`config.mk`:
```
export PLATFORM = sky130hd
export DESIGN_NAME = mcycle_issue_scheduler
export DESIGN_NICKNAME = d
export VERILOG_FILES = /design/src/rtl/mcycle_issue_scheduler_pkg.sv /design/src/rtl/mcycle_issue_scheduler_rr_arbiter.sv /design/src/rtl/mcycle_issue_scheduler.sv
export SDC_FILE = /design/constraint.sdc
export NUM_CORES = 1
export LEC_CHECK = 0
export ABC_AREA = 1
export BUFFER_PORTS_ARGS = -buffer_cell sky130_fd_sc_hd__buf_2
export CAP_MARGIN = 20
export CORE_UTILIZATION = 63
export CTS_CLUSTER_SIZE = 20
export DETAILED_ROUTE_END_ITERATION = 6
export GPL_TIMING_DRIVEN = 0
export HOLD_SLACK_MARGIN = 0.08
export PLACE_DENSITY = 0.95
export SLEW_MARGIN = 5
export SYNTH_ARGS = -nofsm -noshare
export SYNTH_HDL_FRONTEND = slang
export SYNTH_SLANG_ARGS = --single-unit
```
`constraint.sdc`:
```
create_clock -name clk -period 5.3 [get_ports clk]
set_clock_uncertainty 0.05 [all_clocks]
set_input_delay 0.795 -clock clk [delete_from_list [all_inputs] [get_ports clk]]
set_output_delay 0.795 -clock clk [all_outputs]
set_load 0.005 [all_outputs]
```
`src/rtl/mcycle_issue_scheduler_pkg.sv`:
```
// Shared core-level definitions for the issue scheduler: thread indexing,
// execute-pipe selection and the multi-cycle arithmetic stage count.
`default_nettype none

package mcycle_issue_scheduler_pkg;

    localparam int THREADS_PER_CORE = 4;
    localparam int MCYCLE_STAGES    = 5;

    typedef logic [$clog2(THREADS_PER_CORE)-1:0] thread_idx_t;

    typedef enum logic {
        PIPE_SINGLE_CYCLE = 1'b0,
        PIPE_MCYCLE_ARITH = 1'b1
    } pipeline_sel_t;

    function automatic pipeline_sel_t pipe_sel(input logic mcycle);
        return mcycle ? PIPE_MCYCLE_ARITH : PIPE_SINGLE_CYCLE;
    endfunction

endpackage

`default_nettype wire

```
`src/rtl/mcycle_issue_scheduler_rr_arbiter.sv`:
```
// N-way round-robin arbiter: combinational grant, priority pointer advances
// past the winner when update_en_i is set.
`default_nettype none

module mcycle_issue_scheduler_rr_arbiter #(
    parameter  int N     = 4,
    localparam int IDX_W = (N > 1) ? $clog2(N) : 1
) (
    input  logic             clk,
    input  logic             reset,
    input  logic [N-1:0]     request_i,
    input  logic             update_en_i,
    output logic [N-1:0]     grant_oh_o,
    output logic [IDX_W-1:0] grant_idx_o,
    output logic             grant_valid_o
);

    logic [IDX_W-1:0] ptr_q;
    logic [IDX_W-1:0] cand;

    always_comb begin
        grant_oh_o    = '0;
        grant_idx_o   = '0;
        grant_valid_o = 1'b0;
        cand          = '0;
        for (int i = 0; i < N; i++) begin
            cand = IDX_W'((int'(ptr_q) + i) % N);
            if (!grant_valid_o && request_i[cand]) begin
                grant_valid_o    = 1'b1;
                grant_idx_o      = cand;
                grant_oh_o[cand] = 1'b1;
            end
        end
    end

    always_ff @(posedge clk or posedge reset) begin
        if (reset) begin
            ptr_q <= '0;
        end else if (update_en_i && grant_valid_o) begin
            ptr_q <= (grant_idx_o == IDX_W'(N - 1)) ? '0 : grant_idx_o + 1'b1;
        end
    end

endmodule

`default_nettype wire

```
`src/rtl/mcycle_issue_scheduler.sv`:
```
// Per-core issue arbiter with a writeback-port reservation shift register that
// keeps single-cycle results from colliding with earlier multi-cycle results.
`default_nettype none

module mcycle_issue_scheduler
    import mcycle_issue_scheduler_pkg::*;
#(
    parameter int THREADS    = THREADS_PER_CORE,
    parameter int MC_LATENCY = MCYCLE_STAGES,
    parameter int SC_LATENCY = 1
) (
    input  logic                       clk,
    input  logic                       reset,
    input  logic [THREADS-1:0]         ts_request_i,
    input  logic [THREADS-1:0]         ts_pipe_mcycle_i,
    input  logic                       wb_rollback_en_i,
    input  logic [$clog2(THREADS)-1:0] wb_rollback_thread_idx_i,
    output logic                       is_issue_valid_o,
    output logic [$clog2(THREADS)-1:0] is_issue_thread_idx_o,
    output logic                       is_issue_mcycle_o,
    output logic [THREADS-1:0]         is_grant_oh_o,
    output logic                       is_wb_valid_o,
    output logic [$clog2(THREADS)-1:0] is_wb_thread_idx_o,
    output logic [THREADS-1:0]         is_mc_busy_o
);

    localparam int TIDX_W = $clog2(THREADS);
    localparam int CNT_W  = $clog2(MC_LATENCY + 2);

    logic [THREADS-1:0] eligible;
    logic [THREADS-1:0] grant_oh;
    logic [TIDX_W-1:0]  grant_idx;
    logic               grant_valid;
    pipeline_sel_t      grant_sel;

    // Slot k holds the writeback happening k cycles from now.
    logic [MC_LATENCY:0] res_valid_q, res_valid_d;
    logic [MC_LATENCY:0] res_mc_q, res_mc_d;
    logic [TIDX_W-1:0]   res_thread_q [MC_LATENCY+1];
    logic [TIDX_W-1:0]   res_thread_d [MC_LATENCY+1];

    logic [CNT_W-1:0]    mc_cnt_q [THREADS];
    logic [CNT_W-1:0]    mc_cnt_d [THREADS];
    logic [THREADS-1:0]  mc_inc;
    logic [THREADS-1:0]  mc_dec;

    logic                issue_valid_q;
    logic [TIDX_W-1:0]   issue_thread_q;
    logic                issue_mcycle_q;
    logic [THREADS-1:0]  grant_oh_q;

    // A single-cycle op lands in slot SC_LATENCY after the shift, so it must
    // see slot SC_LATENCY+1 free before the shift.
    always_comb begin
        for (int t = 0; t < THREADS; t++) begin
            eligible[t] = ts_request_i[t]
                && !(wb_rollback_en_i && (wb_rollback_thread_idx_i == TIDX_W'(t)))
                && (ts_pipe_mcycle_i[t] || !res_valid_q[SC_LATENCY + 1]);
        end
    end

    mcycle_issue_scheduler_rr_arbiter #(
        .N (THREADS)
    ) u_rr_arbiter (
        .clk           (clk),
        .reset         (reset),
        .request_i     (eligible),
        .update_en_i   (1'b1),
        .grant_oh_o    (grant_oh),
        .grant_idx_o   (grant_idx),
        .grant_valid_o (grant_valid)
    );

    assign grant_sel = pipe_sel(ts_pipe_mcycle_i[grant_idx]);

    always_comb begin
        for (int k = 0; k < MC_LATENCY; k++) begin
            res_valid_d[k]  = res_valid_q[k + 1];
            res_mc_d[k]     = res_mc_q[k + 1];
            res_thread_d[k] = res_thread_q[k + 1];
        end
        res_valid_d[MC_LATENCY]  = 1'b0;
        res_mc_d[MC_LATENCY]     = 1'b0;
        res_thread_d[MC_LATENCY] = '0;

        if (wb_rollback_en_i) begin
            for (int k = 0; k <= MC_LATENCY; k++) begin
                if (res_thread_d[k] == wb_rollback_thread_idx_i) begin
                    res_valid_d[k] = 1'b0;
                    res_mc_d[k]    = 1'b0;
                end
            end
        end

        if (grant_valid) begin
            if (grant_sel == PIPE_MCYCLE_ARITH) begin
                res_valid_d[MC_LATENCY]  = 1'b1;
                res_mc_d[MC_LATENCY]     = 1'b1;
                res_thread_d[MC_LATENCY] = grant_idx;
            end else begin
                res_valid_d[SC_LATENCY]  = 1'b1;
                res_mc_d[SC_LATENCY]     = 1'b0;
                res_thread_d[SC_LATENCY] = grant_idx;
            end
        end
    end

    always_comb begin
        for (int t = 0; t < THREADS; t++) begin
            mc_inc[t] = grant_valid && (grant_sel == PIPE_MCYCLE_ARITH)
                        && (grant_idx == TIDX_W'(t));
            mc_dec[t] = res_valid_q[0] && res_mc_q[0]
                        && (res_thread_q[0] == TIDX_W'(t));
            mc_cnt_d[t] = mc_cnt_q[t];
            // Rollback wipes every entry of the thread, so its count drops to zero.
            if (wb_rollback_en_i && (wb_rollback_thread_idx_i == TIDX_W'(t))) begin
                mc_cnt_d[t] = '0;
            end else if (mc_inc[t] && !mc_dec[t]) begin
                mc_cnt_d[t] = mc_cnt_q[t] + CNT_W'(1);
            end else if (mc_dec[t] && !mc_inc[t]) begin
                mc_cnt_d[t] = mc_cnt_q[t] - CNT_W'(1);
            end
        end
    end

    always_ff @(posedge clk or posedge reset) begin
        if (reset) begin
            issue_valid_q  <= 1'b0;
            issue_thread_q <= '0;
            issue_mcycle_q <= 1'b0;
            grant_oh_q     <= '0;
            res_valid_q    <= '0;
            res_mc_q       <= '0;
            for (int k = 0; k <= MC_LATENCY; k++) begin
                res_thread_q[k] <= '0;
            end
            for (int t = 0; t < THREADS; t++) begin
                mc_cnt_q[t] <= '0;
            end
        end else begin
            issue_valid_q  <= grant_valid;
            issue_thread_q <= grant_idx;
            issue_mcycle_q <= grant_valid && (grant_sel == PIPE_MCYCLE_ARITH);
            grant_oh_q     <= grant_oh;
            res_valid_q    <= res_valid_d;
            res_mc_q       <= res_mc_d;
            res_thread_q   <= res_thread_d;
            mc_cnt_q       <= mc_cnt_d;
        end
    end

    always_comb begin
        for (int t = 0; t < THREADS; t++) begin
            is_mc_busy_o[t] = (mc_cnt_q[t] != '0);
        end
    end

    assign is_issue_valid_o      = issue_valid_q;
    assign is_issue_thread_idx_o = issue_thread_q;
    assign is_issue_mcycle_o     = issue_mcycle_q;
    assign is_grant_oh_o         = grant_oh_q;
    assign is_wb_valid_o         = res_valid_q[0];
    assign is_wb_thread_idx_o    = res_thread_q[0];

endmodule

`default_nettype wire

```
## Yosys cells after proc, flatten, opt, wreduce, memory -nomap -nowiden

Cells that the tools add are included.

| storage, ports and cells | value |
|---|---|
| flip-flop bits (word level) | 46 |
| input bits | 13 |
| logic and storage cells | 191 |

| cells by class | value |
|---|---|
| add/subtract/negate cells | 12 |
| $lt $le $gt $ge | 9 |
| equal/unequal tests | 14 |
| mux-type cells | 68 |
| bitwise gates (word level) | 3 |
| reductions and logical operators | 68 |

Operator list:

| cell | count |
|---|---|
| 1-bit logical AND | 37 |
| 3-bit 2-to-1 mux | 12 |
| 1-bit 2-to-1 mux | 32 |
| 3-bit nonzero test | 8 |
| 2-bit 2-to-1 mux | 9 |
| 1-bit logical NOT | 16 |
| 4-bit 2-to-1 mux | 4 |
| 2-bit by 3-bit less-than comparator with 1-bit output, second input constant | 5 |
| 3-bit by 1-bit adder with 3-bit output, second input constant | 4 |
| 2-bit == test, second input constant | 6 |
| 4-bit bitwise OR | 3 |
| 3-bit by 1-bit subtractor with 3-bit output, second input constant | 4 |
| 1-bit binary-select mux with 2-bit select | 5 |
| 2-bit == test | 5 |
| 5-bit 2-to-1 mux | 2 |
| 1-bit demux with 2-bit select | 4 |
| 2-bit by 1-bit >= comparator with 1-bit output, second input constant | 4 |
| 2-bit by 1-bit == test with 1-bit output, second input constant | 3 |
| 2-bit logical NOT | 3 |
| 2-bit by 1-bit adder with 2-bit output, second input constant | 2 |
| 2-bit adder, second input constant | 2 |
| 1-bit logical OR | 4 |

## Longest topological paths before layout

Gate-level depths: netlist of the first run.

| logic depth | value |
|---|---|
| word-level depth | 27 |
| gate-level depth with buffers | 25 |

## Cells and area by module

Synthesis of the first run repeated with hierarchy kept, for this count alone.

| unflattened totals | value |
|---|---|
| cell total of the unflattened synthesis | 306 |
| area total of the unflattened synthesis | 2501.1 sq um |

By module, submodules not included:

| module | instances | cells each | area each (sq um) | seq. area each (sq um) |
|---|---|---|---|---|
| mcycle_issue_scheduler | 1 | 211 | 1903.1 | 975.9 |
| mcycle_issue_scheduler_rr_arbiter | 1 | 95 | 598.1 | 50.0 |

## Least setup slack after synthesis of the first run

OpenSTA, ideal clock, no wires.

| timing | value |
|---|---|
| path type | input port to flip-flop |
| start | input port wb_rollback_thread_idx_i[0] |
| end | register mc_cnt_q[11] (netlist name) |
| arrival time | 3.121 ns |
| required time | 5.133 ns |
| path slack | 2.012 ns |
| cell stages on the path | 24 |
| path buffers | 1 |
| path through | buf_6 inv_8 nand3_4 nand3_1 nand2_1 nand2_2 nand2_2 nand2_4 nand4_4 nand3_1 o21ai_4 inv_2 nand2_1 nor2_4 nor2_8 nand3_4 inv_1 fa_1 xnor2_1 inv_1 nand2_1 nand2_1 nand2_1 nand2_1 |

| on the way | value |
|---|---|
| cells in the longest elaborated chain, start to end | 25 |
| elaborated cells between the ends (all ways) | 54 |

RTL lines:

| what | RTL line | source |
|---|---|---|
| start, declared | mcycle_issue_scheduler.sv:17 | `input logic [$clog2(THREADS)-1:0] wb_rollback_thread_idx_i,` |
| 2-bit by 1-bit == test with 1-bit output, or another cell as far along | mcycle_issue_scheduler.sv:57 | `&& !(wb_rollback_en_i && (wb_rollback_thread_idx_i == TIDX_W'(t)))` |
| 1-bit logical AND | mcycle_issue_scheduler.sv:57 |  |
| 1-bit logical NOT | mcycle_issue_scheduler.sv:57 |  |
| 1-bit logical AND | mcycle_issue_scheduler.sv:57 |  |
| 1-bit logical AND | mcycle_issue_scheduler.sv:58 | `&& (ts_pipe_mcycle_i[t] \|\| !res_valid_q[SC_LATENCY + 1]);` |
| 1-bit binary-select mux with 2-bit select | mcycle_issue_scheduler_rr_arbiter.sv:28 | `if (!grant_valid_o && request_i[cand]) begin` |
| 1-bit 2-to-1 mux (implied by the code) | mcycle_issue_scheduler_rr_arbiter.sv:28 |  |
| 1-bit 2-to-1 mux | mcycle_issue_scheduler_rr_arbiter.sv:28 |  |
| [9 not listed] | -- |  |
| named net grant_idx[1] | mcycle_issue_scheduler.sv:32 | `logic [TIDX_W-1:0] grant_idx;` |
| 1-bit binary-select mux with 2-bit select | mcycle_issue_scheduler.sv:74 | `assign grant_sel = pipe_sel(ts_pipe_mcycle_i[grant_idx]);` |
| 1-bit 2-to-1 mux (implied by the code) | mcycle_issue_scheduler.sv:74 |  |
| 1-bit 2-to-1 mux | mcycle_issue_scheduler_pkg.sv:18 | `return mcycle ? PIPE_MCYCLE_ARITH : PIPE_SINGLE_CYCLE;` |
| 1-bit logical AND | mcycle_issue_scheduler.sv:110 | `mc_inc[t] = grant_valid && (grant_sel == PIPE_MCYCLE_ARITH)` |
| 1-bit logical AND * | mcycle_issue_scheduler.sv:111 | `&& (grant_idx == TIDX_W'(t));` |
| 1-bit logical AND / 1-bit logical NOT (equally long branches) | mcycle_issue_scheduler.sv:118, mcycle_issue_scheduler.sv:120 |  |
| 3-bit 2-to-1 mux / 1-bit logical AND (equally long branches) | mcycle_issue_scheduler.sv:118, mcycle_issue_scheduler.sv:120 |  |
| 3-bit 2-to-1 mux / 3-bit nonzero test (equally long branches) | -- |  |
| end signal, assigned | mcycle_issue_scheduler.sv:148 | `mc_cnt_q <= mc_cnt_d;` |
| end, declared | mcycle_issue_scheduler.sv:42 | `logic [CNT_W-1:0] mc_cnt_q [THREADS];` |

Mark *: on every way through the listed nets, which the timed path passes. The rest lies on a longest branch. The select of a mux whose other input is x is not followed.
A chain may end at the register's enable or synchronous reset.

## Worst setup path in the final report of the first run

| timing | value |
|---|---|
| start | register u_rr_arbiter.ptr_q[0] |
| end | register mc_cnt_q[11] (netlist name) |

| on the way | value |
|---|---|
| cells in the longest elaborated chain, start to end | 20 |
| elaborated cells between the ends (all ways) | 37 |

RTL lines:

| what | RTL line | source |
|---|---|---|
| start, declared | mcycle_issue_scheduler_rr_arbiter.sv:18 | `logic [IDX_W-1:0] ptr_q;` |
| start signal, assigned | mcycle_issue_scheduler_rr_arbiter.sv:40 | `ptr_q <= (grant_idx_o == IDX_W'(N - 1)) ? '0 : grant_idx_o + 1'b1;` |
| branches (longest 11 deep; another with 2-bit by 1-bit adder with 2-bit output) | -- |  |
| 2-bit 2-to-1 mux * | mcycle_issue_scheduler_rr_arbiter.sv:28 |  |
| named net grant_idx[1] | mcycle_issue_scheduler.sv:32 |  |
| 1-bit binary-select mux with 2-bit select | mcycle_issue_scheduler.sv:74 |  |
| 1-bit 2-to-1 mux (implied by the code) | mcycle_issue_scheduler.sv:74 |  |
| 1-bit 2-to-1 mux | mcycle_issue_scheduler_pkg.sv:18 |  |
| 1-bit logical AND | mcycle_issue_scheduler.sv:110 |  |
| 1-bit logical AND * | mcycle_issue_scheduler.sv:111 |  |
| 1-bit logical AND / 1-bit logical NOT (equally long branches) | mcycle_issue_scheduler.sv:118, mcycle_issue_scheduler.sv:120 |  |
| 3-bit 2-to-1 mux / 1-bit logical AND (equally long branches) | mcycle_issue_scheduler.sv:118, mcycle_issue_scheduler.sv:120 |  |
| 3-bit 2-to-1 mux / 3-bit nonzero test (equally long branches) | -- |  |

Mark *: on every way through the listed nets, which the timed path passes. The select of a mux whose other input is x is not followed.

==> flow_summary.json, run 1 <==
{
  "avgSynthCellArea_um2": 8.76,
  "muxShareOfSynthArea_pct": 0,
  "num_vias": 2120,
  "layout.cells.non_filler": 382,
  "wirelength_um": 5130,
  "h-tree-depth": 2,
  "core_um2": 4000,
  "ys.flop_type": "dfrtp_1",
  "tightest_slew_ns": 0.825,
  "synth_simple_gate_area_share_pct": 33.9,
  "cts_tree": "yes",
  "yosys-top-cells-area": "dfrtp_1 39%, nand2_1 8.1%, inv_1 6.4%, nand3_4 6.0%, nand4_1 5.5%",
  "synth-compound-area-share_pct": 6.57,
  "grt_pass1_wl_um": 8630,
  "clk_pin_slew_ns": 0.08,
  "critPathArrivalTime_ns": 4.03,
  "n_antenna_cell": 0,
  "critPathMostFrequentCell": "nand2_1",
  "layout_min_cycle_time_ns": 3.84,
  "drv_slew": 0,
  "io_pins": 28,
  "hold_violations": 0,
  "worst-setup-path-type": "reg2reg",
  "slew_headroom_pct": 44.9,
  "drive_gt1_share_pct": 21.7,
  "synthXorXnorAreaFrac_pct": 3.66,
  "synth_cell_types": 34,
  "drt_iter0_drc": 123,
  "crit_path_cell_trace": "inv_2, ha_1, inv_1, nand3_1, nand2_2, nand4_4, nand3_1, o21ai_4, inv_2, nand2_1, nor2_4, nor2_8, nand3_4, inv_1, fa_1, xnor2_1, nand4_1, nand2_1, nand2_1, nand2_1",
  "period_share_pct": 72.4,
  "ys_ff_latch": 41,
  "clock.fmax_ghz": 0.261,
  "grtUsageTotal_pct": 26.2,
  "start_kind": "flip-flop",
  "first_pass_iters": 4,
  "critPathMaxFanout": 10,
  "place_hpwl_um": 3980,
  "final.setup.worst_slack_ns": 1.46,
  "cp.required_ns": 5.49,
  "maxCapViolCount": 0,
  "gp_congestion": 0.871,
  "clock-sinks": 41,
  "ys_top_cells_by_count": "57 x nand2_1, 45 x inv_1, 41 x dfrtp_1",
  "netlist.area_leader.share_pct": 39.0,
  "syn_area_um2": 2630,
  "clockBufferDepth": 2,
  "cts_made_buffers": 5,
  "post_drt_via_cell_ratio": 5.55,
  "synth_top_cell_by_area": "dfrtp_1",
  "fin_setup_tns_ns": 0,
  "synth_top_family_by_area": "simple AND/OR/NAND/NOR gates",
  "die-area_um2": 4430,
  "cpMaxStageDelayCell": "dfrtp_1",
  "clock_latency_ns": 0.30,
  "grt_setup_unrepaired": "false",
  "grt_max_degree": 42,
  "post_cts_buffers": 0,
  "status": "finished, final reports clean",
  "die_x_um": 66.6,
  "wl_per_cell_um": 13.4,
  "antenna_left": 0,
  "hold_class": "reg2reg",
  "hold_buffers": 0,
  "setup_violations": 0,
  "slowest_delay_ns": 0.58,
  "nets": 356,
  "place_ws_ns": 1.54,
  "yosys_warnings": 0,
  "synthAdderAreaFrac_pct": 6.85,
  "synth_enable_flop_cells": 0,
  "die_h_um": 66.6,
  "area_delta_synth_final_pct": 10.3,
  "core.rowCount": 23,
  "post_cts_resized": 0,
  "yosysSeqAreaShare_pct": 39.0,
  "cts_root_buf": "clkbuf_8",
  "grt_overflow": 0,
  "place_inst": 374,
  "async_flop_share_pct": 100,
  "yosysMostFrequentCell": "nand2_1",
  "syn_inst": 300,
  "start_util_pct": 65.7,
  "drcViolationCount": 0,
  "grt_pass1_vias": 2033,
  "antenna_found_initial": 0,
  "port_buffers": 24,
  "critPathCaptureType": "flip-flop",
  "synth_fp_nets": 325
}
## cells by family after synthesis
family / Yosys count
AND/OR/NAND/NOR: 152
buffers and inverters: 58
flip-flops: 41
AO/OA/AOI/OAI: 26
adder cells (fa/ha/maj): 12
XOR/XNOR: 11
## final timing paths
| kind | startpoint | to | slack (ns) | depth (start not counted) |
|---|---|---|---|---|
| worst max-delay path | u_rr_arbiter.ptr_q[0]$_DFFE_PP0N_ | mc_cnt_q[11]$_DFFE_PP0P_ | 1.46 | 20 |
| worst min-delay path | res_thread_d[4]$_DFF_PP0_ | res_thread_d[6]$_DFF_PP0_ | 0.34 | 0 |
| worst max register to register | u_rr_arbiter.ptr_q[0]$_DFFE_PP0N_ | mc_cnt_q[11]$_DFFE_PP0P_ | 1.46 | 20 |
| worst min register to register | res_thread_d[4]$_DFF_PP0_ | res_thread_d[6]$_DFF_PP0_ | 0.34 | 0 |
| max in group asynchronous | reset | is_grant_oh_o[0]$_DFF_PP0_ | 4.07 | 2 |
| min in group asynchronous | reset | mc_cnt_q[9]$_DFFE_PP0P_ | 0.60 | 2 |
## routing by layer
metal,GRT usage [%],vias to the layer above,wire length (um)
li1,-,1042,-
met2,46.2,60,2610
met3,5.48,8,278
met4,10.6,0,73
met5,0,-,0
met1,30.7,1010,2160
## sequential cells by signal, indices dropped and copies added (netlist names), 2 cells and up
| name | count |
|---|---|
| mc_cnt_q | 12 |
| res_thread_d | 8 |
| res_mc_q | 5 |
| is_grant_oh_o | 4 |
| is_issue_thread_idx_o | 2 |
| is_wb_thread_idx_o | 2 |
| res_thread_q | 2 |
| res_valid_q | 2 |
| u_rr_arbiter.ptr_q | 2 |
## cells in the final DEF, fill, tap and decap left out, drive strengths merged, types with 6 or more instances in the layout
cell type,netlist,final
nand2,66,66
inv,52,52
dfrtp,41,41
nand3,31,31
buf,6,30
nand4,24,24
nor2,23,23
a21oi,8,8
ha,8,8
xnor2,7,7
o21ai,7,7
clkbuf,0,6
## per-stage QoR
step	instance area [um^2]	hold WS, ns	util (%)
2_1_floorplan	2630	0.320	-
4_1_cts	2900	0.347	72.5
6_report	2900	0.345	72.5
3_3_place_gp	2810	0.324	70.3
3_5_place_dp	2810	0.329	70.3
5_1_grt	2900	0.355	72.5
## worst max-delay path, delay by kind of cell, from the launching register on
kind	cells	cell delay, ns
buffers and inverters	4	0.54
adder cells (fa/ha/maj)	2	0.75
AO/OA/AOI/OAI	1	0.12
AND/OR/NAND/NOR	12	1.51
XOR/XNOR	1	0.25
flip-flops	1	0.58
## area by class of cell
type | count | area, um^2
clock buffers | 6 | 72.6
clock inverters | 2 | 15.0
inverters | 52 | 205
repair buffers | 24 | 120
multi-input cells | 201 | 1340
flip-flops and latches | 41 | 1030
fillers | 289 | 1100
plain buffers | 6 | 56.3
well taps | 50 | 62.6
Power of run 1 is not shown: default switching activity piles up to over one toggle a cycle in this logic, so the estimate is an artifact.
==> run 2: changes to the inputs <==
Settings changed: CORE_UTILIZATION 63 to 53, PLACE_DENSITY 0.95 to 0.86.
Clock period 5.3 ns to 3.3 ns, I/O delays scaled along.
==> flow_summary.json, run 2 (synthesis gave the netlist of run 1 again) <==
{
  "placed_cell_area_um2": 2830,
  "critPathArrivalTime_ns": 3.30,
  "io_pins": 28,
  "status": "finished, final reports clean",
  "layout_min_cycle_time_ns": 3.18,
  "antenna_found_initial": 0,
  "cp.required_ns": 3.43,
  "start_util_pct": 55.3,
  "hold_violations": 0,
  "drv_slew": 0,
  "antenna_left": 0,
  "setup_violations": 0,
  "clock.fmax_ghz": 0.315,
  "die_h_um": 72.4,
  "clock-sinks": 41,
  "critPathMostFrequentCell": "nand3_1",
  "first_pass_iters": 5,
  "final_cell_mix": "57 x nand2_1, 42 x inv_1, 39 x dfrtp_1",
  "cpMaxStageDelayCell": "dfrtp_2",
  "slowest_delay_ns": 0.45,
  "grt_overflow": 0,
  "nets": 365,
  "period_share_pct": 96.3,
  "port_buffers": 24,
  "start_kind": "flip-flop",
  "core.rowCount": 25,
  "drive_gt1_share_pct": 26.7,
  "h-tree-depth": 2,
  "clk_pin_slew_ns": 0.09,
  "drcViolationCount": 0,
  "critPathCaptureType": "flip-flop",
  "drt_iter0_drc": 137,
  "final_area_um2": 3060,
  "hold_class": "in2async",
  "wl_per_cell_um": 13.8,
  "gp_congestion": 0.914,
  "clock_latency_ns": 0.30,
  "max_flop_register": "mc_cnt_q",
  "layout_commonest_cell": "nand2_1",
  "grt_pass1_vias": 1994,
  "worst-setup-path-type": "reg2reg",
  "area_delta_synth_final_pct": 16.4,
  "wirelength_um": 5650,
  "grtUsageTotal_pct": 22.2,
  "grt_pass1_wl_um": 8940,
  "die_x_um": 72.4,
  "core_um2": 4750,
  "largest_reg_flops": 12,
  "grt_max_degree": 42,
  "n_antenna_cell": 0,
  "post_drt_via_cell_ratio": 5.39,
  "maxCapViolCount": 0,
  "num_vias": 2198,
  "tightest_slew_ns": 0.833,
  "die-area_um2": 5250,
  "grt_setup_unrepaired": "true",
  "cts_root_buf": "clkbuf_8",
  "critPathMaxFanout": 9,
  "crit_path_cell_trace": "inv_6, ha_4, inv_2, nand3_1, nand2_2, nand3_1, nand2_1, nand2_2, nand3_1, nand3_4, nand2_4, nor2_8, nand3_4, inv_2, fa_1, xor2_1, nand4_1, nand2_1, o21ai_1",
  "hold_buffers": 0,
  "clockBufferDepth": 2,
  "cts_made_buffers": 5,
  "reg2reg_depth": 19,
  "cts_tree": "yes",
  "slew_headroom_pct": 44.4,
  "place_hpwl_um": 3900
}
==> run 2: cell count changes in the layout (fill, tap and decap cells not counted), sizes merged <==
| cell | change |
|---|---|
| clkinvlp | -2 |
| clkinv | +1 |
| bufinv | +1 |
| buf | +8 |
| nor2 | +1 |
==> run 2: critical path, delay by kind of cell, from the launching register on <==
family,cells,cell delay (ns)
AOI/OAI and AO/OA,1,0.06
xor gates and xnor gates,1,0.23
adders and majority gates,2,0.59
buffers and inverters,3,0.24
DFF,1,0.45
and+or+nand+nor,12,1.42
==> run 2: layer usage <==
metal  GRT usage [%]  up-vias  wire length (um)
li1                -     1064                 -
met1            28.8     1048              2480
met2            37.7       74              2740
met3            3.61       12               316
met4            7.63        0               110
met5               0        -                 0
==> run 2: metrics by stage <==
step	setup slack, ns	hold WS [ns]	setup TNS (ns)	instances	utilization [%]
5_1_grt	-0.120	0.367	-0.195	408	64.4
3_5_place_dp	-0.393	0.329	-2.29	391	59.6
6_report	0.122	0.298	0	408	64.4
2_1_floorplan	0.128	0.320	0	300	-
4_1_cts	0.00116	0.341	0	403	62.9
3_3_place_gp	-0.259	0.325	-1.46	391	59.6
==> run 2: worst paths after layout <==
kind / end / slack [ns] / from
setup / recovery: mc_cnt_q[2]$_DFFE_PP0P_ / 0.12 / u_rr_arbiter.ptr_q[0]$_DFFE_PP0N_
hold / removal: mc_cnt_q[9]$_DFFE_PP0P_ / 0.30 / reset
setup reg to reg: mc_cnt_q[2]$_DFFE_PP0P_ / 0.12 / u_rr_arbiter.ptr_q[0]$_DFFE_PP0N_
hold reg to reg: res_thread_d[7]$_DFF_PP0_ / 0.35 / res_thread_d[5]$_DFF_PP0_
max in group asynchronous: u_rr_arbiter.ptr_q[1]$_DFFE_PP0N_ / 2.30 / reset
min in group clk: res_thread_d[7]$_DFF_PP0_ / 0.35 / res_thread_d[5]$_DFF_PP0_
==> run 2: final cells by class <==
| class | count | area (um^2) |
|---|---|---|
| clock inverter | 2 | 38.8 |
| inverter | 52 | 213 |
| multi-input combinational | 202 | 1390 |
| fill | 399 | 1690 |
| sequential | 41 | 1030 |
| timing repair buffer | 32 | 180 |
| tap | 67 | 83.8 |
| buffer | 6 | 56.3 |
| clock buffer | 6 | 72.6 |
==> run 2: repair_timing <==
action / in CTS / in global routing
setup buffers: 4 / 4
endpoints found under the setup margin: 8 / 8
pin swaps: 2 / 5
resized for setup: 7 / 6
gates cloned: 0 / 1
Power of run 2 is left out for the same reason.
